## src/rtl/pci_pkg.sv

```systemverilog
// Shared types and constants for the PCI initiator sequencer.
package pci_pkg;

    typedef enum logic [2:0] {
        ST_IDLE,
        ST_REQ,
        ST_ADDR,
        ST_DATA,
        ST_TURN
    } pci_state_e;

    localparam logic [3:0] MEM_READ  = 4'h6;
    localparam logic [3:0] MEM_WRITE = 4'h7;

    localparam int DEVSEL_TO = 5;

endpackage

```

## src/rtl/pci_master.sv

```systemverilog
// PCI initiator: requests the bus, runs one burst, and terminates on completion,
// target stop, or master abort.
//
// state | meaning
// IDLE  | bus released, waiting for start with len != 0
// REQ   | req raised, waiting for gnt with an idle bus
// ADDR  | address phase, frame asserted, devsel timer loaded
// DATA  | data phases, irdy asserted, frame released on the last phase
// TURN  | drivers parked deasserted for one cycle, done pulse
module pci_master #(
    parameter int DATA_W    = 32,
    parameter int LEN_W     = 4,
    parameter int DEVSEL_TO = pci_pkg::DEVSEL_TO
) (
    input  logic              clk,
    input  logic              rst,
    input  logic              start,
    input  logic [3:0]        cmd,
    input  logic [DATA_W-1:0] addr,
    input  logic [LEN_W-1:0]  len,
    input  logic [DATA_W-1:0] wdata,
    output logic              wdata_ack,
    output logic [DATA_W-1:0] rd_data,
    output logic              rd_valid,
    output logic              busy,
    output logic              done,
    output logic              retry,
    output logic              abort,
    output logic              req,
    input  logic              gnt,
    input  logic              frame_in,
    input  logic              irdy_in,
    input  logic              trdy,
    input  logic              devsel,
    input  logic              stop,
    input  logic [DATA_W-1:0] ad_in,
    output logic              frame_out,
    output logic              irdy_out,
    output logic              frame_oe,
    output logic [DATA_W-1:0] ad_out,
    output logic              ad_oe,
    output logic [3:0]        cbe_out
);
    import pci_pkg::*;

    localparam int TW = $clog2(DEVSEL_TO + 1);

    pci_state_e        state;
    logic [3:0]        cmd_q;
    logic [DATA_W-1:0] addr_q;
    logic [DATA_W-1:0] ad_q;
    logic [LEN_W-1:0]  remaining;
    logic [LEN_W-1:0]  rem_next;
    logic [TW-1:0]     dsel_tmr;
    logic              devsel_seen;
    logic              is_write;
    logic              abort_now;
    logic              stop_now;
    logic              phase_ok;
    logic              last_done;

    always_comb begin
        is_write  = cmd_q[0];
        abort_now = (state == ST_DATA) && devsel && !devsel_seen && (dsel_tmr <= TW'(1));
        phase_ok  = (state == ST_DATA) && !trdy && !abort_now;
        stop_now  = (state == ST_DATA) && !stop && !abort_now;
        rem_next  = (phase_ok && remaining != '0) ? remaining - LEN_W'(1) : remaining;
        last_done = phase_ok && (remaining == LEN_W'(1));
    end

    // Write data passes straight through so the word after an ack is on the bus next cycle.
    assign wdata_ack = phase_ok && is_write;
    assign ad_out    = (state == ST_DATA && is_write) ? wdata : ad_q;

    always_ff @(posedge clk or posedge rst) begin
        if (rst) begin
            state       <= ST_IDLE;
            cmd_q       <= '0;
            addr_q      <= '0;
            remaining   <= '0;
            dsel_tmr    <= '0;
            devsel_seen <= 1'b0;
            req         <= 1'b0;
            busy        <= 1'b0;
            done        <= 1'b0;
            retry       <= 1'b0;
            abort       <= 1'b0;
            rd_valid    <= 1'b0;
            rd_data     <= '0;
            frame_out   <= 1'b1;
            irdy_out    <= 1'b1;
            frame_oe    <= 1'b0;
            ad_oe       <= 1'b0;
            ad_q        <= '0;
            cbe_out     <= 4'hF;
        end else begin
            rd_valid <= 1'b0;
            done     <= 1'b0;
            retry    <= 1'b0;
            abort    <= 1'b0;
            case (state)
                ST_IDLE: begin
                    frame_oe  <= 1'b0;
                    ad_oe     <= 1'b0;
                    frame_out <= 1'b1;
                    irdy_out  <= 1'b1;
                    cbe_out   <= 4'hF;
                    if (start && len != '0) begin
                        cmd_q     <= cmd;
                        addr_q    <= addr;
                        remaining <= len;
                        req       <= 1'b1;
                        busy      <= 1'b1;
                        state     <= ST_REQ;
                    end
                end
                ST_REQ: begin
                    if (gnt && frame_in && irdy_in) begin
                        req         <= 1'b0;
                        frame_oe    <= 1'b1;
                        frame_out   <= 1'b0;
                        irdy_out    <= 1'b1;
                        ad_oe       <= 1'b1;
                        ad_q        <= addr_q;
                        cbe_out     <= cmd_q;
                        dsel_tmr    <= TW'(DEVSEL_TO);
                        devsel_seen <= 1'b0;
                        state       <= ST_ADDR;
                    end
                end
                ST_ADDR: begin
                    irdy_out  <= 1'b0;
                    cbe_out   <= 4'h0;
                    frame_out <= (remaining <= LEN_W'(1));
                    ad_oe     <= is_write;
                    dsel_tmr  <= dsel_tmr - TW'(1);
                    if (!devsel) devsel_seen <= 1'b1;
                    state     <= ST_DATA;
                end
                ST_DATA: begin
                    if (dsel_tmr != '0) dsel_tmr <= dsel_tmr - TW'(1);
                    if (!devsel) devsel_seen <= 1'b1;
                    remaining <= rem_next;
                    if (phase_ok && !is_write) begin
                        rd_valid <= 1'b1;
                        rd_data  <= ad_in;
                    end
                    if (abort_now || stop_now || last_done) begin
                        frame_out <= 1'b1;
                        irdy_out  <= 1'b1;
                        ad_oe     <= 1'b0;
                        cbe_out   <= 4'hF;
                        done      <= 1'b1;
                        abort     <= abort_now;
                        retry     <= stop_now;
                        state     <= ST_TURN;
                    end else begin
                        frame_out <= (rem_next <= LEN_W'(1));
                    end
                end
                ST_TURN: begin
                    frame_oe <= 1'b0;
                    busy     <= 1'b0;
                    state    <= ST_IDLE;
                end
                default: state <= ST_IDLE;
            endcase
        end
    end

endmodule

```

## config.mk

```make
export PLATFORM = sky130hd
export DESIGN_NAME = pci_master
export DESIGN_NICKNAME = d
export VERILOG_FILES = /design/src/rtl/pci_pkg.sv /design/src/rtl/pci_master.sv
export SDC_FILE = /design/constraint.sdc
export NUM_CORES = 1
export LEC_CHECK = 0
export ABC_AREA = 1
export BUFFER_PORTS_ARGS = -buffer_cell sky130_fd_sc_hd__buf_2
export CAP_MARGIN = 20
export CORE_MARGIN = 10
export CORE_UTILIZATION = 52
export CTS_BUF_LIST = sky130_fd_sc_hd__clkbuf_4 sky130_fd_sc_hd__clkbuf_8
export CTS_CLUSTER_DIAMETER = 80
export DETAILED_ROUTE_END_ITERATION = 10
export PLACE_DENSITY = 0.79
export SYNTH_ARGS = -nofsm -noshare
export SYNTH_HDL_FRONTEND = slang
export SYNTH_SLANG_ARGS = --single-unit
export TNS_END_PERCENT = 20
```

## constraint.sdc

```tcl
create_clock -name clk -period 5.7 [get_ports clk]
set_input_delay 1.14 -clock clk [delete_from_list [all_inputs] [get_ports clk]]
set_output_delay 1.14 -clock clk [all_outputs]
set_load 0.02 [all_outputs]
```

# After elaboration in Yosys (flattened, before gate mapping)
# Index checks and enable logic that the tools add are counted.
# op_classes
n_reduce_logical,47
add_sub_neg,2
eq_ne,10
n_lt_le_gt_ge,3
muxes,36
# op_table
operator,n
$mux 32,1
$mux 4,4
$pmux 4 s4,1
$logic_and 1x1->1,15
$mux 1,15
$mux 3,5
$reduce_and 3->1,5
$reduce_and 2->1,7
$pmux 1 s4,3
$pmux 3 s4,1
$reduce_bool 4->1,3
$reduce_bool 2->1,5
$pmux 3 s3,1
$le 4x1->1 const B,2
$pmux 1 s2,4
$pmux 4 s2,1
$eq 3x2->1 const B,2
$ne 2x2->1 const B,3
$reduce_bool 3->1,2
$logic_not 1->1,5
$eq 4x1->1 const B,1
$ne 2x1->1 const B,2
$reduce_or 2->1,2
$sub 4x1->4 const B,1
6 further kinds,7
# totals
reg_bits,125
in_bits,113

# Logic depth before layout (Yosys ltp)
# Gate-level depths: netlist (run 1).
# depth
depth_word,11
depth_mapped,11
ltp_nobuf,11

# Worst setup path after synthesis (run 1)
# No wires, ideal clock.
# synth_timing
path_kind,input -> output
startpoint,input port devsel
endpoint,output port wdata_ack
stages,5
arrival_ps,1732
required_ps,4560
n_path_buf,0
setup_slack_ps,2828
path_cell_list,inv_1 nor2_1 nand3_4 nand2_4 nor2_1
# synth_via
elab_chain_len,6
# synth_lines
element,line_no,source
"start, declared",pci_master.sv:34,"input logic devsel,"
$logic_and 1x1->1 (3 in series),pci_master.sv:64,abort_now = (state == ST_DATA) && devsel && !devsel_seen && (dsel_tmr <= TW'(1));
$logic_not 1->1,pci_master.sv:65,phase_ok = (state == ST_DATA) && !trdy && !abort_now;
$logic_and 1x1->1,pci_master.sv:65,
$logic_and 1x1->1,pci_master.sv:72,assign wdata_ack = phase_ok && is_write;
"end, declared",pci_master.sv:22,"output logic wdata_ack,"
# No other way between the ends.

# Final worst setup path (run 1)
# layout_timing
startpoint,register state[2]
endpoint,output port ad_out[15]
# layout_via
elab_chain_len,3
# layout_lines
element,line_no,source
"start, declared",pci_master.sv:48,pci_state_e state;
"start signal, assigned",pci_master.sv:77,state <= ST_IDLE;
"start signal, assigned",pci_master.sv:114,state <= ST_REQ;
"start signal, assigned",pci_master.sv:128,state <= ST_ADDR;
$eq 3x2->1,pci_master.sv:73,assign ad_out = (state == ST_DATA && is_write) ? wdata : ad_q;
$logic_and 1x1->1,pci_master.sv:73,
$mux 32,pci_master.sv:73,
"end, declared",pci_master.sv:40,"output logic [DATA_W-1:0] ad_out,"
# No other way between the ends.

==> run summary, run 1 <==
Status: complete, no violations
Antenna violations before repair: 0
Cell count after synthesis: 598
Portion of the post-synthesis area used by sequential elements: 55.6%
Final cell utilization of the core: 68.1%
Count of buffers inserted at the top-level ports: 191
Total congestion overflow after global routing: 0
Number of clock sinks: 125
Post-DR wirelength/cell: 15.5 microns
Crit. End Element: output port
Inserted Clock Buffers: 17
Number of setup buffers added after CTS: 0
Cells on worst reg2reg path: 6
Cells on Worst Hold Path: 2
Async SR Flop Fraction: 100%
Number of global-route vias before repair: 4750
Critical path capture point: ad_out[15]
DP Wirelength: 10700 microns
Maximum vdd drop: 0.000288 V
Clock transition at the register clock pins on the worst setup and hold paths after CTS: 70 ps
Horizontal die dimension: 124 microns
Final slew viol count: 0
MaxCap Viol Count: 0
CTS Root Buffer Type: sky130_fd_sc_hd__clkbuf_8
Static power due to leakage: 3.86 nW
Max H-tree Level: 4
Final net count: 906
Post-detailed-route count of antenna-violating nets: 0
Flip-flop and latch count after synthesis: 125
Max Buffers Root-to-Sink: 2
Source of the critical timing path: state[2]$_DFFE_PP0P_
Most common flop cell mapped by yosys: sky130_fd_sc_hd__dfrtp_1
Post-route minimum period: 3120 ps
Aggregate global-route resource usage: 18.5%
First DRT Iteration DRCs: 313
Mean post-synth cell area: 9.44 sq um
Unrepaired setup endpoints after global routing: no
Count of yosys warnings during synthesis: 0
Pin count of the biggest net entering global routing: 77
Highest fanout seen on the critical path: 62
Effective utilization at floorplan: 53.9%
Post-Synthesis Cell Area: 5640 sq um
Highest attainable clock frequency: 320 MHz
Area used by multi-input combinational logic: 2130 sq um
Final Hold Violating Endpoints: 0
Worst reg2reg path startpoint: state[2]$_DFFE_PP0P_
PwrDens: 603 nW/um^2
Data required time at the worst endpoint: 4560 ps
Die Y-Extent: 124 microns
Hold wc startpoint: cbe_out[3]$_DFFE_PP1P_
Total number of vias: 4661
Placeable core region: 10500 sq um
Setup TNS: 0 ps
Worst Max-Slew Pin Slew: 905 ps
Register-to-register setup slack: 3460 ps
Number of rows in the core area: 37
Category of the critical setup timing path: register to output port
Worst-case clock skew: 8.09 ps
GPL Wtd Cong: 0.906
Count of hold-fix buffers inserted at cts: 0
Class of the tightest hold or removal check: register to register
Total of cells resized after clock tree synthesis: 0
Worst reg2reg endpoint: rd_data[21]$_DFFE_PP0P_
Die area: 15400 sq um
Pre-antenna DRT Iters: 4
DR vias/cell: 4.97
Final critical-path share of the clock period: 54.7%
Total wirelength of the detailed-routed design: 14500 microns
Fill cell instance count of the final layout: 819
Post-synthesis cell type count: 33
DRC errors left: 0
Crit path DAT: 1980 ps
Top-level port count: 192
Crit path launch type: register
Clock network latency to the later pin of the worst-skew pair: 430 ps
TritonCTS clock tree: built
Share of cells above drive strength 1: 35.3%
Number of setup violations in the final report: 0
Post-synth EDFFs: 0
Slew headroom: 39.7%
Area Overhead vs Synth: 26.3%
Post-synthesis net count: 716
Area used by sequential logic in the layout: 3140 sq um
First-pass GRT wire length: 22500 microns
Diode insertion count for antenna repair: 0
[how the worst min path moves through the flow]
stage	end	slack (ps)
global route	cbe_out[1]$_DFFE_PP1P_	480
global placement	cbe_out[0]$_DFFE_PP1P_	450
floorplan	ad_q[31]$_DFFE_PP0P_	440
CTS	cbe_out[3]$_DFFE_PP1P_	460
detailed placement	cbe_out[3]$_DFFE_PP1P_	450
finish	cbe_out[3]$_DFFE_PP1P_	460
[cell usage after synthesis (4+ instances only)]
cell	n	area, sq um
sky130_fd_sc_hd__a21oi_1	35	175
sky130_fd_sc_hd__buf_2	8	40.0
sky130_fd_sc_hd__clkbuf_1	11	41.3
sky130_fd_sc_hd__dfrtp_1	119	2980
sky130_fd_sc_hd__dfstp_2	6	158
sky130_fd_sc_hd__ha_1	5	62.6
sky130_fd_sc_hd__inv_1	62	233
sky130_fd_sc_hd__mux2_2	4	45.0
sky130_fd_sc_hd__mux2_4	29	435
sky130_fd_sc_hd__nand2_1	180	676
sky130_fd_sc_hd__nand3_1	13	65.1
sky130_fd_sc_hd__nor2_1	47	176
sky130_fd_sc_hd__o21ai_0	45	225
[where the power goes]
part | switching [mW] | total (mW) | internal (mW) | leakage [nW]
registers | 0.208 | 1.53 | 1.32 | 1.52
logic | 1.23 | 1.96 | 0.732 | 2.14
clock network | 0.356 | 0.806 | 0.450 | 0.194
[placed cells by master, fill, tap and decap left out, types with 2 or more instances in the layout]
| cell type | instances |
|---|---|
| sky130_fd_sc_hd__a21oi_1 | 35 |
| sky130_fd_sc_hd__buf_2 | 191 |
| sky130_fd_sc_hd__buf_4 | 3 |
| sky130_fd_sc_hd__bufinv_16 | 3 |
| sky130_fd_sc_hd__clkbuf_8 | 18 |
| sky130_fd_sc_hd__clkinv_4 | 2 |
| sky130_fd_sc_hd__clkinvlp_4 | 6 |
| sky130_fd_sc_hd__dfrtp_1 | 119 |
| sky130_fd_sc_hd__dfstp_2 | 6 |
| sky130_fd_sc_hd__ha_1 | 5 |
| sky130_fd_sc_hd__inv_1 | 61 |
| sky130_fd_sc_hd__inv_2 | 2 |
| sky130_fd_sc_hd__mux2_2 | 4 |
| sky130_fd_sc_hd__mux2_4 | 29 |
| sky130_fd_sc_hd__nand2_1 | 179 |
| sky130_fd_sc_hd__nand2_2 | 2 |
| sky130_fd_sc_hd__nand2_4 | 2 |
| sky130_fd_sc_hd__nand3_1 | 13 |
| sky130_fd_sc_hd__nand4_1 | 3 |
| sky130_fd_sc_hd__nor2_1 | 46 |
| sky130_fd_sc_hd__nor2_4 | 3 |
| sky130_fd_sc_hd__nor2_8 | 3 |
| sky130_fd_sc_hd__o211ai_1 | 3 |
| sky130_fd_sc_hd__o21ai_0 | 45 |
| sky130_fd_sc_hd__o22ai_1 | 2 |
[registers in the layout (all words and copies together), names as in the netlist]
| register | flops |
|---|---|
| frame_out | 1 |
| addr_q | 32 |
| retry | 1 |
| abort | 1 |
| cbe_out | 4 |
| done | 1 |
| devsel_seen | 1 |
| rd_data | 32 |
| state | 3 |
| frame_oe | 1 |
| req | 1 |
| remaining | 4 |
| busy | 1 |
| irdy_out | 1 |
| rd_valid | 1 |
| cmd_q | 4 |
| ad_q | 32 |
| dsel_tmr | 3 |
| ad_oe | 1 |
[worst max-delay path: stages (launching register included)]
cell and delay (ps):
sky130_fd_sc_hd__dfrtp_1 620, sky130_fd_sc_hd__nor2_8 110, sky130_fd_sc_hd__nand2_2 130, sky130_fd_sc_hd__buf_12 230, sky130_fd_sc_hd__nor2_1 80, sky130_fd_sc_hd__a21oi_1 140, sky130_fd_sc_hd__buf_2 190
[routing by layer]
| metal | GRT usage (%) | part of all wire (%) | up-vias |
|---|---|---|---|
| li1 | - | - | 2267 |
| met1 | 22.2 | 41 | 2167 |
| met2 | 29.6 | 48 | 188 |
| met3 | 5.16 | 7.9 | 39 |
| met4 | 9.93 | 3.1 | 0 |
| met5 | 0 | 0 | - |
[cell type report]
type / instances / area share (%)
Sequential cell: 125 / 44.0
Multi-Input combinational cell: 384 / 29.9
Timing Repair Buffer: 196 / 14.4
Clock buffer: 19 / 3.58
Inverter: 64 / 3.41
Tap cell: 136 / 2.39
Clock inverter: 13 / 2.34
[metrics by stage]
stage	hold slack, ps	power (mW)	instance area, sq um	cells	worst slack [ps]
detailed placement	453	3.51	6680	904	2500
floorplan	436	2.89	5640	598	1240
global route	481	4.61	7120	937	2490
finish	461	4.29	7120	937	2580
global placement	448	3.42	6660	903	2570
CTS	464	4.33	7100	936	2020
[logic make-up after synthesis]
kind of cell	synth area share (%)
adder cells (fa/ha/maj)	1.11
buffers and inverters	6.90
AO/OA/AOI/OAI	8.27
XOR/XNOR	0.310
flip-flops	55.6
multiplexers	8.51
AND/OR/NAND/NOR	19.3
Power figures use the tool's default switching activity.
==> run 2: changes to the inputs <==
- clock period: 5.7 -> 3 ns (I/O delays scaled with it)
==> run 2 against run 1 <==
Against the previous run: via count decreased by 1.2%; sequential share of layout area increased by 0.43 points; die area unchanged; utilization decreased by 0.66 points; non-clock buffer count increased by 1; total power increased by 84%; wire length increased by 1.3%; flip-flop and latch count unchanged; first-iteration DRC count increased by 6.7%; clock skew increased by 1.1 ps; worst setup slack got worse by 2200 ps; critical path type unchanged.
==> run summary, run 2 (synthesis results as in run 1) <==
Data required time at the worst endpoint: 2400 ps
Effective utilization at floorplan: 53.9%
Die area: 15400 sq um
Post-DR wirelength/cell: 15.7 microns
Status: complete, no violations
Number of setup buffers added after CTS: 0
Post-detailed-route count of antenna-violating nets: 0
Crit path launch type: register
Number of global-route vias before repair: 4668
Area Overhead vs Synth: 25.0%
Static power due to leakage: 3.85 nW
Final critical-path share of the clock period: 86.7%
Placeable core region: 10500 sq um
Max H-tree Level: 4
Final net count: 907
Slew headroom: 51.5%
Unrepaired setup endpoints after global routing: no
Total of cells resized after clock tree synthesis: 0
DP Wirelength: 10900 microns
Registers with the most flip-flops: ad_q x32, addr_q x32, rd_data x32
Antenna violations before repair: 1
Worst-case clock skew: 9.22 ps
Class of the tightest hold or removal check: primary input to asynchronous set/reset pin
Post-route minimum period: 2600 ps
Clock network latency to the later pin of the worst-skew pair: 430 ps
Most common library cell in the layout ignoring fill and taps: sky130_fd_sc_hd__buf_2
Number of rows in the core area: 37
CTS Root Buffer Type: sky130_fd_sc_hd__clkbuf_8
First DRT Iteration DRCs: 334
Count of buffers inserted at the top-level ports: 191
Final worst setup slack: 400 ps
Aggregate global-route resource usage: 18.9%
DRC errors left: 0
Number of clock sinks: 125
Total congestion overflow after global routing: 0
Inserted Clock Buffers: 17
Worst Max-Slew Pin Slew: 727 ps
Count of hold-fix buffers inserted at cts: 0
Pin count of the biggest net entering global routing: 119
Post-placement setup slack: 813 ps
Horizontal die dimension: 124 microns
PwrDens: 1120 nW/um^2
TritonCTS clock tree: built
MaxCap Viol Count: 0
GPL Wtd Cong: 0.839
Number of setup violations in the final report: 0
Clock transition at the register clock pins on the worst setup and hold paths after CTS: 70 ps
Maximum vdd drop: 0.000576 V
Category of the critical setup timing path: register to output port
First-pass GRT wire length: 22900 microns
Design Power: 7.91 mW
Highest attainable clock frequency: 385 MHz
Most frequent cells in the layout: sky130_fd_sc_hd__buf_2, sky130_fd_sc_hd__nand2_1, sky130_fd_sc_hd__dfrtp_1, sky130_fd_sc_hd__inv_1, sky130_fd_sc_hd__nor2_1
Die Y-Extent: 124 microns
Setup TNS: 0 ps
Highest fanout seen on the critical path: 63
Total number of vias: 4603
Max Buffers Root-to-Sink: 2
Final Hold Violating Endpoints: 0
Crit path DAT: 2000 ps
Total wirelength of the detailed-routed design: 14700 microns
DR vias/cell: 4.92
Final slew viol count: 0
Top-level port count: 192
Share of cells above drive strength 1: 35.1%
Crit. End Element: output port
Pre-antenna DRT Iters: 6
==> run 2: cell count changes in the layout (fill, tap and decap cells not counted), moves of 2 or more <==
cell,before,now
sky130_fd_sc_hd__buf_12,1,3
sky130_fd_sc_hd__clkinvlp_4,6,1
sky130_fd_sc_hd__clkinv_4,2,0
sky130_fd_sc_hd__clkbuf_4,1,5
sky130_fd_sc_hd__bufinv_16,3,0
sky130_fd_sc_hd__clkbuf_8,18,21
==> run 2: power by group <==
| group | switching [mW] | internal, mW | leakage, nW |
|---|---|---|---|
| clock network | 0.589 | 0.685 | 0.182 |
| logic | 2.31 | 1.40 | 2.14 |
| registers | 0.413 | 2.51 | 1.52 |
==> run 2: critical path: stages (launching register included) <==
cell                      delay [ps]
sky130_fd_sc_hd__dfrtp_1         600
sky130_fd_sc_hd__nor2_8          100
sky130_fd_sc_hd__nand2_2         100
sky130_fd_sc_hd__buf_12          230
sky130_fd_sc_hd__mux2_2          370
sky130_fd_sc_hd__buf_2           160
==> run 2: stage by stage <==
stage | hold slack, ps | instances | instance area (sq um) | utilization, %
after detailed placement | 456 | 906 | 6720 | 64.2
final | 95.5 | 935 | 7060 | 67.4
after CTS | 65.4 | 934 | 7050 | 67.4
after global placement | 452 | 906 | 6720 | 64.2
after floorplan | 436 | 598 | 5650 | -
after global routing | 91.9 | 935 | 7060 | 67.4
==> run 2: layout make-up <==
cell class / count / area (sq um)
Sequential cell: 125 / 3140
Tap cell: 136 / 170
Timing Repair Buffer: 197 / 1040
Clock buffer: 26 / 327
Antenna cell: 1 / 2.50
Fill cell: 843 / 3410
Inverter: 64 / 244
Clock inverter: 2 / 10.0
Multi-Input combinational cell: 384 / 2130
==> run 2: routing by layer <==
| metal | routed length (microns) | vias to the layer above | share of wire, % | global-route usage (%) |
|---|---|---|---|---|
| li1 | - | 2266 | - | - |
| met2 | 6970 | 186 | 48 | 30.2 |
| met5 | 0 | - | 0 | 0 |
| met3 | 1270 | 24 | 8.7 | 5.79 |
| met1 | 6120 | 2127 | 42 | 23.2 |
| met4 | 303 | 0 | 2.1 | 8.35 |
==> run 2: worst paths after layout <==
kind | startpoint | endpoint | slack, ps | cells past startpoint
min reg2reg | cbe_out[3]$_DFFE_PP1P_ | cbe_out[3]$_DFFE_PP1P_ | 460 | 2
min | rst | rd_data[26]$_DFFE_PP0P_ | 100 | 2
max | state[2]$_DFFE_PP0P_ | ad_out[31] | 400 | 5
max in group asynchronous | rst | ad_q[27]$_DFFE_PP0P_ | 2090 | 3
min in group clk | addr[3] | addr_q[3]$_DFFE_PP0P_ | 370 | 3
max reg2reg | dsel_tmr[0]$_DFFE_PP0P_ | rd_data[20]$_DFFE_PP0P_ | 800 | 6
